==> src/rtl/uart_pkg.sv <==
// Shared UART receiver types: FSM state encoding, FIFO entry layout and the
// lookup for how many bits follow the start bit.
package uart_pkg;

    typedef enum logic [2:0] {
        ST_IDLE,
        ST_START,
        ST_DATA,
        ST_STOP,
        ST_BRK
    } rx_state_e;

    typedef struct packed {
        logic       ferr;
        logic       perr;
        logic [7:0] data;
    } rx_entry_t;

    // Data bits (7 or 8) plus the optional parity bit.
    function automatic logic [3:0] frame_bits(input logic eight, input logic pen);
        return 4'd7 + {3'b000, eight} + {3'b000, pen};
    endfunction

endpackage

==> src/rtl/uart_rx_fifo.sv <==
// Receive storage for uart_rx_core. With UART_RX_FIFO_EN defined it is a DEPTH-entry
// FIFO; otherwise a single holding register with the same push/pop/overflow rules.
module uart_rx_fifo
    import uart_pkg::*;
#(
    parameter int DEPTH = 8
) (
    input  logic                         clk,
    input  logic                         rst,
    input  logic                         push,
    input  rx_entry_t                    push_data,
    input  logic                         pop,
    output rx_entry_t                    head,
    output logic [$clog2(DEPTH+1)-1:0]   count,
    output logic                         ovf
);

    localparam int CNT_W = $clog2(DEPTH + 1);

    logic pop_ok;
    logic push_ok;
    logic ovf_q, ovf_d;

`ifdef UART_RX_FIFO_EN
    localparam int PTR_W = (DEPTH > 1) ? $clog2(DEPTH) : 1;

    rx_entry_t        mem_q [DEPTH];
    rx_entry_t        mem_d [DEPTH];
    logic [PTR_W-1:0] wr_ptr_q, wr_ptr_d;
    logic [PTR_W-1:0] rd_ptr_q, rd_ptr_d;
    logic [CNT_W-1:0] count_q, count_d;
    logic             empty;
    logic             full;

    assign empty   = (count_q == '0);
    assign full    = (count_q == CNT_W'(DEPTH));
    assign pop_ok  = pop && !empty;
    // A pop in the same cycle frees the slot, so a push into a full FIFO still lands.
    assign push_ok = push && (!full || pop_ok);

    always_comb begin
        mem_d    = mem_q;
        wr_ptr_d = wr_ptr_q;
        rd_ptr_d = rd_ptr_q;
        count_d  = count_q;
        ovf_d    = ovf_q;
        if (push_ok) begin
            mem_d[wr_ptr_q] = push_data;
            wr_ptr_d        = wr_ptr_q + PTR_W'(1);
        end
        if (pop_ok) begin
            rd_ptr_d = rd_ptr_q + PTR_W'(1);
        end
        if (push_ok && !pop_ok) begin
            count_d = count_q + CNT_W'(1);
        end else if (!push_ok && pop_ok) begin
            count_d = count_q - CNT_W'(1);
        end
        if (push && !push_ok) begin
            ovf_d = 1'b1;
        end else if (pop_ok) begin
            ovf_d = 1'b0;
        end
    end

    always_ff @(posedge clk or negedge rst) begin
        if (!rst) begin
            mem_q    <= '{default: '0};
            wr_ptr_q <= '0;
            rd_ptr_q <= '0;
            count_q  <= '0;
            ovf_q    <= 1'b0;
        end else begin
            mem_q    <= mem_d;
            wr_ptr_q <= wr_ptr_d;
            rd_ptr_q <= rd_ptr_d;
            count_q  <= count_d;
            ovf_q    <= ovf_d;
        end
    end

    assign head  = empty ? '0 : mem_q[rd_ptr_q];
    assign count = count_q;
`else
    rx_entry_t hold_q, hold_d;
    logic      full_q, full_d;

    assign pop_ok  = pop && full_q;
    assign push_ok = push && (!full_q || pop_ok);

    always_comb begin
        hold_d = hold_q;
        full_d = full_q;
        ovf_d  = ovf_q;
        if (pop_ok) begin
            full_d = 1'b0;
        end
        if (push_ok) begin
            hold_d = push_data;
            full_d = 1'b1;
        end
        if (push && !push_ok) begin
            ovf_d = 1'b1;
        end else if (pop_ok) begin
            ovf_d = 1'b0;
        end
    end

    always_ff @(posedge clk or negedge rst) begin
        if (!rst) begin
            hold_q <= '0;
            full_q <= 1'b0;
            ovf_q  <= 1'b0;
        end else begin
            hold_q <= hold_d;
            full_q <= full_d;
            ovf_q  <= ovf_d;
        end
    end

    assign head  = full_q ? hold_q : '0;
    assign count = CNT_W'(full_q);
`endif

    assign ovf = ovf_q;

endmodule

==> src/rtl/uart_rx_core.sv <==
// UART receiver: rx synchroniser, framing FSM with per-frame latched settings, and
// receive storage (multi-entry FIFO only when UART_RX_FIFO_EN is defined).
module uart_rx_core
    import uart_pkg::*;
#(
    parameter int FIFO_DEPTH  = 8,
    parameter int SYNC_STAGES = 2,
    parameter int DIV_W       = 19
) (
    input  logic                              clk,
    input  logic                              rst,
    input  logic [DIV_W-1:0]                  baud_div,
    input  logic                              eight,
    input  logic                              pen,
    input  logic                              ohel,
    input  logic                              rx,
    input  logic                              reads,
    output logic [7:0]                        rdata,
    output logic                              rx_rdy,
    output logic                              perr,
    output logic                              ferr,
    output logic                              ovf,
    output logic [$clog2(FIFO_DEPTH+1)-1:0]   fifo_count
);

    logic [SYNC_STAGES-1:0] sync_q, sync_d;
    logic                   rx_s;

    rx_state_e        state_q, state_d;
    logic [DIV_W-1:0] cnt_q, cnt_d;
    logic [DIV_W-1:0] div_q, div_d;
    logic [3:0]       bit_cnt_q, bit_cnt_d;
    logic             eight_q, eight_d;
    logic             pen_q, pen_d;
    logic             ohel_q, ohel_d;
    logic [7:0]       data_q, data_d;
    logic             par_q, par_d;

    logic             tick;
    logic [3:0]       n_data;
    logic [3:0]       n_bits;
    logic             exp_par;
    logic             push;
    rx_entry_t        push_entry;
    rx_entry_t        head;

    assign sync_d  = {sync_q[SYNC_STAGES-2:0], rx};
    assign rx_s    = sync_q[SYNC_STAGES-1];
    assign tick    = (cnt_q == div_q);
    assign n_data  = eight_q ? 4'd8 : 4'd7;
    assign n_bits  = frame_bits(eight_q, pen_q);
    // Bit 7 stays 0 in 7-bit frames, so the full-byte XOR is correct in both modes.
    assign exp_par = (^data_q) ^ ohel_q;

    always_comb begin
        state_d    = state_q;
        cnt_d      = cnt_q;
        div_d      = div_q;
        bit_cnt_d  = bit_cnt_q;
        eight_d    = eight_q;
        pen_d      = pen_q;
        ohel_d     = ohel_q;
        data_d     = data_q;
        par_d      = par_q;
        push       = 1'b0;
        push_entry = '0;
        case (state_q)
            ST_IDLE: begin
                if (!rx_s) begin
                    state_d   = ST_START;
                    cnt_d     = '0;
                    bit_cnt_d = '0;
                    div_d     = (baud_div < DIV_W'(3)) ? DIV_W'(3) : baud_div;
                    eight_d   = eight;
                    pen_d     = pen;
                    ohel_d    = ohel;
                    data_d    = '0;
                    par_d     = 1'b0;
                end
            end
            ST_START: begin
                if (cnt_q == (div_q >> 1)) begin
                    cnt_d   = '0;
                    state_d = rx_s ? ST_IDLE : ST_DATA;
                end else begin
                    cnt_d = cnt_q + DIV_W'(1);
                end
            end
            ST_DATA: begin
                if (tick) begin
                    cnt_d = '0;
                    if (bit_cnt_q < n_data) begin
                        data_d[bit_cnt_q[2:0]] = rx_s;
                    end else begin
                        par_d = rx_s;
                    end
                    bit_cnt_d = bit_cnt_q + 4'd1;
                    if (bit_cnt_q == n_bits - 4'd1) begin
                        state_d = ST_STOP;
                    end
                end else begin
                    cnt_d = cnt_q + DIV_W'(1);
                end
            end
            ST_STOP: begin
                if (tick) begin
                    cnt_d           = '0;
                    push            = 1'b1;
                    push_entry.data = data_q;
                    push_entry.perr = pen_q & (par_q ^ exp_par);
                    push_entry.ferr = ~rx_s;
                    state_d         = rx_s ? ST_IDLE : ST_BRK;
                end else begin
                    cnt_d = cnt_q + DIV_W'(1);
                end
            end
            ST_BRK: begin
                if (rx_s) begin
                    state_d = ST_IDLE;
                end
            end
            default: state_d = ST_IDLE;
        endcase
    end

    always_ff @(posedge clk or negedge rst) begin
        if (!rst) begin
            sync_q    <= '1;
            state_q   <= ST_IDLE;
            cnt_q     <= '0;
            div_q     <= '0;
            bit_cnt_q <= '0;
            eight_q   <= 1'b0;
            pen_q     <= 1'b0;
            ohel_q    <= 1'b0;
            data_q    <= '0;
            par_q     <= 1'b0;
        end else begin
            sync_q    <= sync_d;
            state_q   <= state_d;
            cnt_q     <= cnt_d;
            div_q     <= div_d;
            bit_cnt_q <= bit_cnt_d;
            eight_q   <= eight_d;
            pen_q     <= pen_d;
            ohel_q    <= ohel_d;
            data_q    <= data_d;
            par_q     <= par_d;
        end
    end

    uart_rx_fifo #(
        .DEPTH (FIFO_DEPTH)
    ) u_fifo (
        .clk       (clk),
        .rst       (rst),
        .push      (push),
        .push_data (push_entry),
        .pop       (reads),
        .head      (head),
        .count     (fifo_count),
        .ovf       (ovf)
    );

    assign rdata  = head.data;
    assign perr   = head.perr;
    assign ferr   = head.ferr;
    assign rx_rdy = (fifo_count != '0);

endmodule

==> config.mk <==
export PLATFORM = sky130hd
export DESIGN_NAME = uart_rx_core
export DESIGN_NICKNAME = d
export VERILOG_FILES = /design/src/rtl/uart_pkg.sv /design/src/rtl/uart_rx_fifo.sv /design/src/rtl/uart_rx_core.sv
export SDC_FILE = /design/constraint.sdc
export NUM_CORES = 1
export LEC_CHECK = 0
export CAP_MARGIN = 20
export CORE_MARGIN = 3
export CORE_UTILIZATION = 33
export DETAILED_ROUTE_END_ITERATION = 8
export GPL_ROUTABILITY_DRIVEN = 0
export PLACE_DENSITY = 0.59
export SYNTH_ARGS = -nofsm -noshare
export SYNTH_HDL_FRONTEND = slang
export SYNTH_HIERARCHICAL = 1
export SYNTH_SLANG_ARGS = --single-unit
==> constraint.sdc <==
create_clock -name clk -period 2.4 [get_ports clk]
set_input_delay 0.72 -clock clk [delete_from_list [all_inputs] [get_ports clk]]
set_output_delay 0.72 -clock clk [all_outputs]
set_load 0.05 [all_outputs]
==> metrics.txt <==
status=completed; Peak VDD IR=roughly 0.54 mV; CTS tree=done; Port-buffer cells=38; post-DR wirelength/cell=~16 um; detailed-placement wirelength estimate=between 7000 and 8000 um; Async SR Flop Fraction=1.000; share of layout cells above drive strength 1=0.2489; fin cells=638; Worst Path Class, Setup=flop to flop; HP Class=flop to flop; Cell Area, Synth=between 0.004 and 0.005 mm^2; Layout area overhead=27.32%; Reg clk slew, reported paths=approximately 0.060 ns; post-layout util=0.4399; I/O Pins=42; DR iter-0 viols=about 150; via density per instance=5.166; via count=about 3300; setup_tns=0 ns; vias in the first global route=3405; largest net degree at the start of global routing=72; placed cells=622; post-route setup slack=0.1384 ns; Min-Delay Path Depth=0; min Tclk post-route=around 2.3 ns; Syn Inst Count=413; arrival time worst endpoint=roughly 2.5 ns; H-tree level count=3; initial antenna violation count=0; unrepaired setup endpoints after global routing=false; gr usage total=0.1497; grt ovf=0; Avg Synthesized Cell Area=10.26 um^2; skew final=0.008949 ns; latest clock arrival within the worst-skew pair=approximately 0.34 ns; Max Slew Vio Count=0; Die Wd=between 100 and 150 um; Crit Path Max Fanout=4; Worst Tran Pin Value=roughly 0.70 ns; PwrDens=between 800 and 900 mW/mm^2; max cap viols=0; Final Hold Viols=0; Placement Rows=40; Slew Limit Headroom=0.5322; Clock Path Buffers=2; die footprint=~0.014 mm^2; Post-synth top flop=dfrtp_1; leak pwr=2.418 nW; post-synthesis sequential area ratio=0.4200; Cell Area, Placed=approximately 0.005 mm^2; WHS=~0.35 ns; post-route ant nets=0; fin nets=around 500; endpoints failing setup=0; # fillers=roughly 1200; Pre-antenna DRT Iters=4; CP Capture Type=flop; Post-synth EDFFs=0; Register Area=between 0.0015 and 0.002 mm^2; post-route cell area=around 0.0054 mm^2; total inserted antenna cells=0; CORE AREA=~0.012 mm^2; total power=4.777 mW; Critical Path Start Type=flop; worst-case reg-to-reg path depth=6; clock sinks=71; clock buffer count from CTS=9; YS warnings=6; Netlist cell types=58; CTS hold repair buffers=0; first-pass GRT wire length=approximately 17000 um; Multi-input gate area=0.002290 mm^2; Seq cells post-synth=71; CTS root buf=clkbuf_16; Post-Route WL=10180 um; Starting Density=0.3455; Place WS=-0.01897 ns; Remaining DRCs=0; Max Clk Rate=about 0.44 GHz; Die H=between 100 and 150 um; CP required=~2.6 ns; Final period util=0.9423
worst max-delay path, cell delays in order, from the launching register on:
cell and delay [ns]:
dfrtp_1 0.42, xor2_1 0.19, nor4_2 0.34, and4_2 0.35
nand2_2 0.09, or4_4 0.54, o31ai_1 0.23
cell families (layout without fill, tap and decap cells):
logic type / count (synthesis) / in the layout / share of synthesized area
XOR/XNOR: 51 / 51 / 0.1054
AO/OA/AOI/OAI: 86 / 86 / 0.1430
flip-flops: 71 / 71 / 0.4200
AND/OR/NAND/NOR: 124 / 124 / 0.1704
buffers and inverters: 42 / 97 / 0.04873
adder cells (fa/ha/maj): 6 / 6 / 0.01772
multiplexers: 32 / 32 / 0.09392
other: 1 / 3 / 0.0008852
metal layers:
layer	vias to the layer above	share of wire	global-route usage
met3	14	0.039	0.02754
met4	0	0.020	0.05798
met1	1612	0.49	0.2092
li1	1591	-	-
met5	-	0	0
met2	79	0.45	0.2300
cell usage after synthesis (all sizes together) (3+ instances only):
cell type	n	area [um^2]
or4	4	37.53
nor4	14	108.9
nand4	7	43.79
a21o	4	30.03
o21ai	15	78.83
and2	20	125.1
a221o	8	80.08
ha	6	75.07
clkbuf	14	52.55
nor3	3	31.28
nor2	21	78.83
a211oi	4	30.03
a22o	5	43.79
and3	3	18.77
a21oi	14	70.07
o31ai	12	90.09
mux2	32	397.9
buf	21	127.6
nand3	13	65.06
dfrtp	69	1727
nand2	26	110.1
xnor2	12	105.1
inv	7	26.28
a31oi	8	50.05
nand2b	4	32.53
xor2	39	341.6
final timing paths:
kind,start,slack (ns),endpoint
worst max-delay path,div_q[11],0.14,data_q[1]
worst min-delay path,sync_q[0],0.35,sync_q[1]
min in group asynchronous,rst,0.40,pen_q
max in group asynchronous,rst,1.68,sync_q[1]
worst max register to register,div_q[11],0.14,data_q[1]
worst min register to register,sync_q[0],0.35,sync_q[1]
state kept, by name, summed over array words and instances, names as in the netlist:
| register | count |
|---|---|
| bit_cnt_q | 4 |
| cnt_q | 19 |
| data_q | 8 |
| div_q | 19 |
| sync_q | 2 |
| u_fifo/full_q | 1 |
| ohel_q | 1 |
| u_fifo/hold_q | 10 |
| pen_q | 1 |
| par_q | 1 |
| u_fifo/ovf | 1 |
| state_q | 3 |
| eight_q | 1 |
power breakdown:
group | internal (mW) | switching, mW | leakage (nW)
logic | 0.746 | 0.860 | 1.35
registers | 1.43 | 0.284 | 0.919
clock network | 0.917 | 0.534 | 0.153
layout make-up:
type / count / share of cell area
multi-input cells: 302 / 0.4245
well taps: 168 / 0.03897
inverters: 7 / 0.004871
flip-flops and latches: 71 / 0.3299
clock inverters: 6 / 0.01740
repair buffers: 74 / 0.1420
clock buffers: 10 / 0.04245
repair_timing:
action                                 4_1_cts  5_1_grt
setup buffers                                0        0
setup endpoints to repair                    0       21
gates resized for setup                      0        6
endpoints found under the hold margin        0        0
placed cells by master (no fill, tap or decap), types with 3 or more instances in the layout:
cell / n
conb_1: 3
o21ai_1: 5
nand2_1: 22
a221o_1: 8
a21o_1: 4
a22o_1: 5
and2_1: 20
o31ai_1: 12
inv_1: 7
xor2_1: 39
mux2_4: 10
nand2_2: 3
dfrtp_1: 69
mux2_2: 22
clkbuf_16: 9
a21oi_1: 14
nand4_1: 7
o21ai_0: 8
nor4_2: 5
nand2b_1: 3
clkdlybuf4s50_1: 25
and3_1: 3
buf_12: 12
xnor2_1: 12
nor4_1: 8
nor2_1: 21
a211oi_1: 4
buf_4: 36
a31oi_1: 8
ha_1: 6
nand3_1: 13
No activity file was read; power rests on OpenSTA's default activity.
==> RTL change 1 (config.mk and constraints unchanged) <==
Set the parameter `DIV_W` to 38 (it was 19).
--- a/src/rtl/uart_rx_core.sv
+++ b/src/rtl/uart_rx_core.sv
@@ -5,7 +5,7 @@
 #(
     parameter int FIFO_DEPTH  = 8,
     parameter int SYNC_STAGES = 2,
-    parameter int DIV_W       = 19
+    parameter int DIV_W       = 38
 ) (
     input  logic                              clk,
     input  logic                              rst,
Interface: changed (resized baud_div); port bits go from 42 to 61. No check against the original RTL was run, so the function may have changed too.
==> RTL change 1 against the original RTL <==
- final area up 47%
- fmax down 3.3%
- power down 0.48%
- first-iteration DRC count up 120%
- worst setup slack worse by 0.077 ns
- cell count up 64%
- synthesized area up 52%
- hold slack worse by 0.0049 ns
- via count up 57%
- sequential cell count up 38
- routed wire length up 65%
- sequential share of layout area up 1.5 points
==> RTL change 1: results (changes against the original RTL) <==
| Metric | Value |
|---|---|
| Status | `finished clean` |
| Clk tree area frac | `4.12% (-1.9 points)` |
| Final nets | `833 (+68%)` |
| Adder and majority gate portion of the synthesized area | `1.16% (-0.61 points)` |
| Worst Skew | `0.0149 ns (+0.00598 ns)` |
| DR vias | `5,190 (+57%)` |
| Signal buffers | `117 (+58%)` |
| Clk_lat worst skew | `0.36 ns (+0.02 ns)` |
| Peak supply drop | `0.000336 V (-38%)` |
| Number of vias per cell | `4.96 (-4.0%)` |
| Worst Path Arrival | `2.64 ns (+0.14 ns)` |
| Global routing usage on met3 | `2.02% (-0.73 points)` |
| Yosys cell types | `60 (+3.4%)` |
| M1 WL | `8.63 mm (+72%)` |
| Register Area | `2740 um2 (+54%)` |
| Post-synthesis xor/xnor area fraction | `12.5% (+1.9 points)` |
| P_comb | `0.000768 W (-52%)` |
| Port-buffer cells | `57 (+50%)` |
| Area of the multi-input gates | `3470 um2 (+52%)` |
| Pleak | `3.81 nW (+58%)` |
| DP HPWL | `12.6 mm (+69%)` |
| Vias in the first global route | `4,965 (+46%)` |
| Largest net degree at the start of global routing | `62 (-14%)` |
| Ranking of synthesized cells by area | `dfrtp_1 (41%), xor2_1 (10%), nand2_1 (8.4%)` |
| M2 GR Usage | `22.7% (-0.27 points)` |
| Top cells by count, synth | `nand2_1 (144), dfrtp_1 (107), xor2_1 (77)` |
| Final Util | `41.8% (-2.2 points)` |
| Post-synthesis compound-gate area fraction | `8.83% (-5.5 points)` |
| Non-Clock Buffer Area Fraction | `13.2% (-1.0 points)` |
| Share of cells above drive strength 1 | `16.8% (-8.1 points)` |
| Filler instances | `1,882 (+63%)` |
| Post_cts resized | `3 (+3)` |
| Multi-input logic cell count | `538 (+78%)` |
| R2R Path Start | `cnt_q[28]$_DFFE_PN0P_` |
| Worst min path class | `input port to asynchronous set/reset pin` |
| Biggest regs | `cnt_q (38), div_q (38), u_fifo/hold_q (10)` |
| WL met3 | `699 um (+77%)` |
| Final Instance Area | `7930 um2 (+47%)` |
| DR iter-0 viols | `325 (+120%)` |
| Mux cell area share after synthesis | `4.38% (-5.0 points)` |
| Worst Path Max Fanout | `22 (+18)` |
| First-pass GRT wire length | `27.1 mm (+57%)` |
| Routed wire length | `16.8 mm (+65%)` |
| Pre-CTS setup slack | `-0.0553 ns (-0.0363 ns)` |
| Placed cells | `1,030 (+66%)` |
| Met2 wire length | `7.17 mm (+57%)` |
| Clk slew on worst S/H paths | `0.08 ns (+0.02 ns)` |
-- RTL change 1: cell types whose count changed after synthesis, sizes merged, moves of 16 or more --
cell   change
dfrtp     +38
mux2      -18
nand2    +119
nor4      +16
o21ai     +17
xor2      +38
-- RTL change 1: worst max-delay path, stage by stage (launching register included) --
cell and delay [ns]:
dfrtp_1 0.50, xor2_1 0.23, nor4_1 0.09, nand4_1 0.18
nor3_4 0.06, o21a_2 0.26, buf_12 0.17, or4b_2 0.60
a21bo_2 0.20
-- RTL change 1: path summary, 6_finish.rpt --
check                                        endpoint  slack, ns  depth (start not counted)
worst max register to register  cnt_q[25]$_DFFE_PN0P_       0.06                          8
max in group asynchronous         sync_q[1]$_DFF_PN1_       1.68                          2
worst min register to register    sync_q[1]$_DFF_PN1_       0.36                          0
worst min-delay path            cnt_q[29]$_DFFE_PN0P_       0.35                          2
worst max-delay path            cnt_q[25]$_DFFE_PN0P_       0.06                          8
min in group clk                  sync_q[1]$_DFF_PN1_       0.36                          0
==> RTL change 2 (same flow settings) <==
Without the edit above. Encoding of `rx_state_e`: now one-hot (5 bits for 5 states).
--- a/src/rtl/uart_pkg.sv
+++ b/src/rtl/uart_pkg.sv
@@ -2,12 +2,12 @@
 // lookup for how many bits follow the start bit.
 package uart_pkg;
 
-    typedef enum logic [2:0] {
-        ST_IDLE,
-        ST_START,
-        ST_DATA,
-        ST_STOP,
-        ST_BRK
+    typedef enum logic [4:0] {
+        ST_IDLE  = 5'b00001,
+        ST_START = 5'b00010,
+        ST_DATA  = 5'b00100,
+        ST_STOP  = 5'b01000,
+        ST_BRK   = 5'b10000
     } rx_state_e;
 
     typedef struct packed {
Function: same outputs for any inputs over 10 cycles, from zero or initial values and one cycle with rst low; not proved beyond that.
==> RTL change 2 against the original RTL <==
- power fell by 4.7%
- critical path depth fell by 4
- synthesized area rose by 5.1%
- sequential cell count rose by 2
- via count rose by 10%
- final area rose by 2.2%
- routed wire length rose by 8.2%
- non-clock buffer count rose by 6
- worst setup slack got worse by 0.044 ns
- critical endpoint is now rx_rdy
- largest cell class unchanged
- highest routed layer unchanged
==> RTL change 2: results (changes against the original RTL) <==
| Metric | Value |
|---|---|
| Number of vias per cell | `5.03 (-2.6%)` |
| Worst Path Max Fanout | `15 (+11)` |
| First-pass DRT Iterations | `5 (+1)` |
| Post-synthesis compound-gate area fraction | `13.0% (-1.2 points)` |
| Mux cell area share after synthesis | `4.08% (-5.3 points)` |
| Clk_lat worst skew | `0.34 ns (about the same)` |
| DR iter-0 viols | `194 (+28%)` |
| Worst Skew | `0.00942 ns (+0.000472 ns)` |
| Final nets | `576 (+16%)` |
| Peak supply drop | `0.000562 V (+3.8%)` |
| Register area share after synthesis | `41.1% (-0.87 points)` |
| R2r setup slk | `0.12 ns (-0.02 ns)` |
| Worst min path class | `flop to flop` |
| Placed cells | `704 (+13%)` |
| Post-synthesis xor/xnor area fraction | `10.2% (-0.31 points)` |
| Adder and majority gate portion of the synthesized area | `1.69% (-0.085 points)` |
| Top cells by count, synth | `nand2_1 (96), dfrtp_1 (70), xor2_1 (39)` |
| Status | `finished clean` |
| Total track usage | `15.6% (+0.64 points)` |
| Vias in the first global route | `3,604 (+5.8%)` |
| Final Util | `42.8% (-1.2 points)` |
| Filler instances | `1,262 (+9.5%)` |
| Share of cells above drive strength 1 | `18.0% (-6.9 points)` |
| DP Area | `5170 um2 (+2.6%)` |
| Non-filler cells, final | `721 (+13%)` |
| DP HPWL | `8.33 mm (+11%)` |
| Largest net degree at the start of global routing | `74 (+2.8%)` |
| Net Sw Power | `0.00156 W (-7.3%)` |
| Max Clk Rate | `434 MHz (-1.9%)` |
| Kind of critical path | `flop to output port` |
| WHS | `0.355 ns (+0.0000850 ns)` |
| Main synth FF type | `dfrtp_1` |
| First-pass GRT wire length | `18.2 mm (+5.6%)` |
| Yosys cell types | `64 (+10%)` |
| Cells after synthesis | `487 (+18%)` |
| Pre-CTS setup slack | `-0.0155 ns (+0.00349 ns)` |
| Ranking of synthesized cells by area | `dfrtp_1 (39%), nand2_1 (8.1%), xor2_1 (7.7%)` |
| Routed wire length | `11.0 mm (+8.2%)` |
| Pleak | `2.67 nW (+10%)` |
## RTL change 2: per-layer routing
| metal | up-vias | wire length (um) | global-route usage [%] |
|---|---|---|---|
| li1 | 1803 | - | - |
| met1 | 1726 | 4830 | 19.4 |
| met2 | 89 | 5480 | 26.7 |
| met3 | 11 | 540 | 3.39 |
| met4 | 0 | 172 | 5.74 |
| met5 | - | 0 | 0 |
## RTL change 2: power by group through the flow
| stage | sequential (W) | clock, W | combinational (W) |
|---|---|---|---|
| final | 0.00173 | 0.00145 | 0.00137 |
| after global routing | 0.00177 | 0.00153 | 0.00153 |
| after CTS | 0.00174 | 0.00149 | 0.00137 |
| after detailed placement | 0.00176 | 0 | 0.00136 |
| after global placement | 0.00175 | 0 | 0.00134 |
| after floorplan | 0.00164 | 0 | 0.000972 |
## RTL change 2: worst max-delay path: stages, from the launching register on
cell     delay [ns]
dfrtp_1        0.51
or4_1          0.54
buf_4          0.20
## RTL change 2: cell type report
class                           instances  share of cell area, %
Multi-Input combinational cell        371                   43.8
Tap cell                              172                   3.90
Timing Repair Buffer                   80                   12.7
Clock buffer                           11                   4.40
Inverter                                9                  0.613
Clock inverter                          5                   1.43
Sequential cell                        73                   33.2
## RTL change 2: worst paths after layout
check	startpoint	to	cells past startpoint
setup / recovery	u_fifo/full_q$_DFFE_PN0P_	rx_rdy	2
hold / removal	sync_q[0]$_DFF_PN1_	sync_q[1]$_DFF_PN1_	0
setup reg to reg	div_q[17]$_DFFE_PN0P_	u_fifo/hold_q[0]$_DFFE_PN0P_	7
hold reg to reg	sync_q[0]$_DFF_PN1_	sync_q[1]$_DFF_PN1_	0
max in group asynchronous	rst	sync_q[0]$_DFF_PN1_	2
min in group asynchronous	rst	u_fifo/hold_q[3]$_DFFE_PN0P_	2
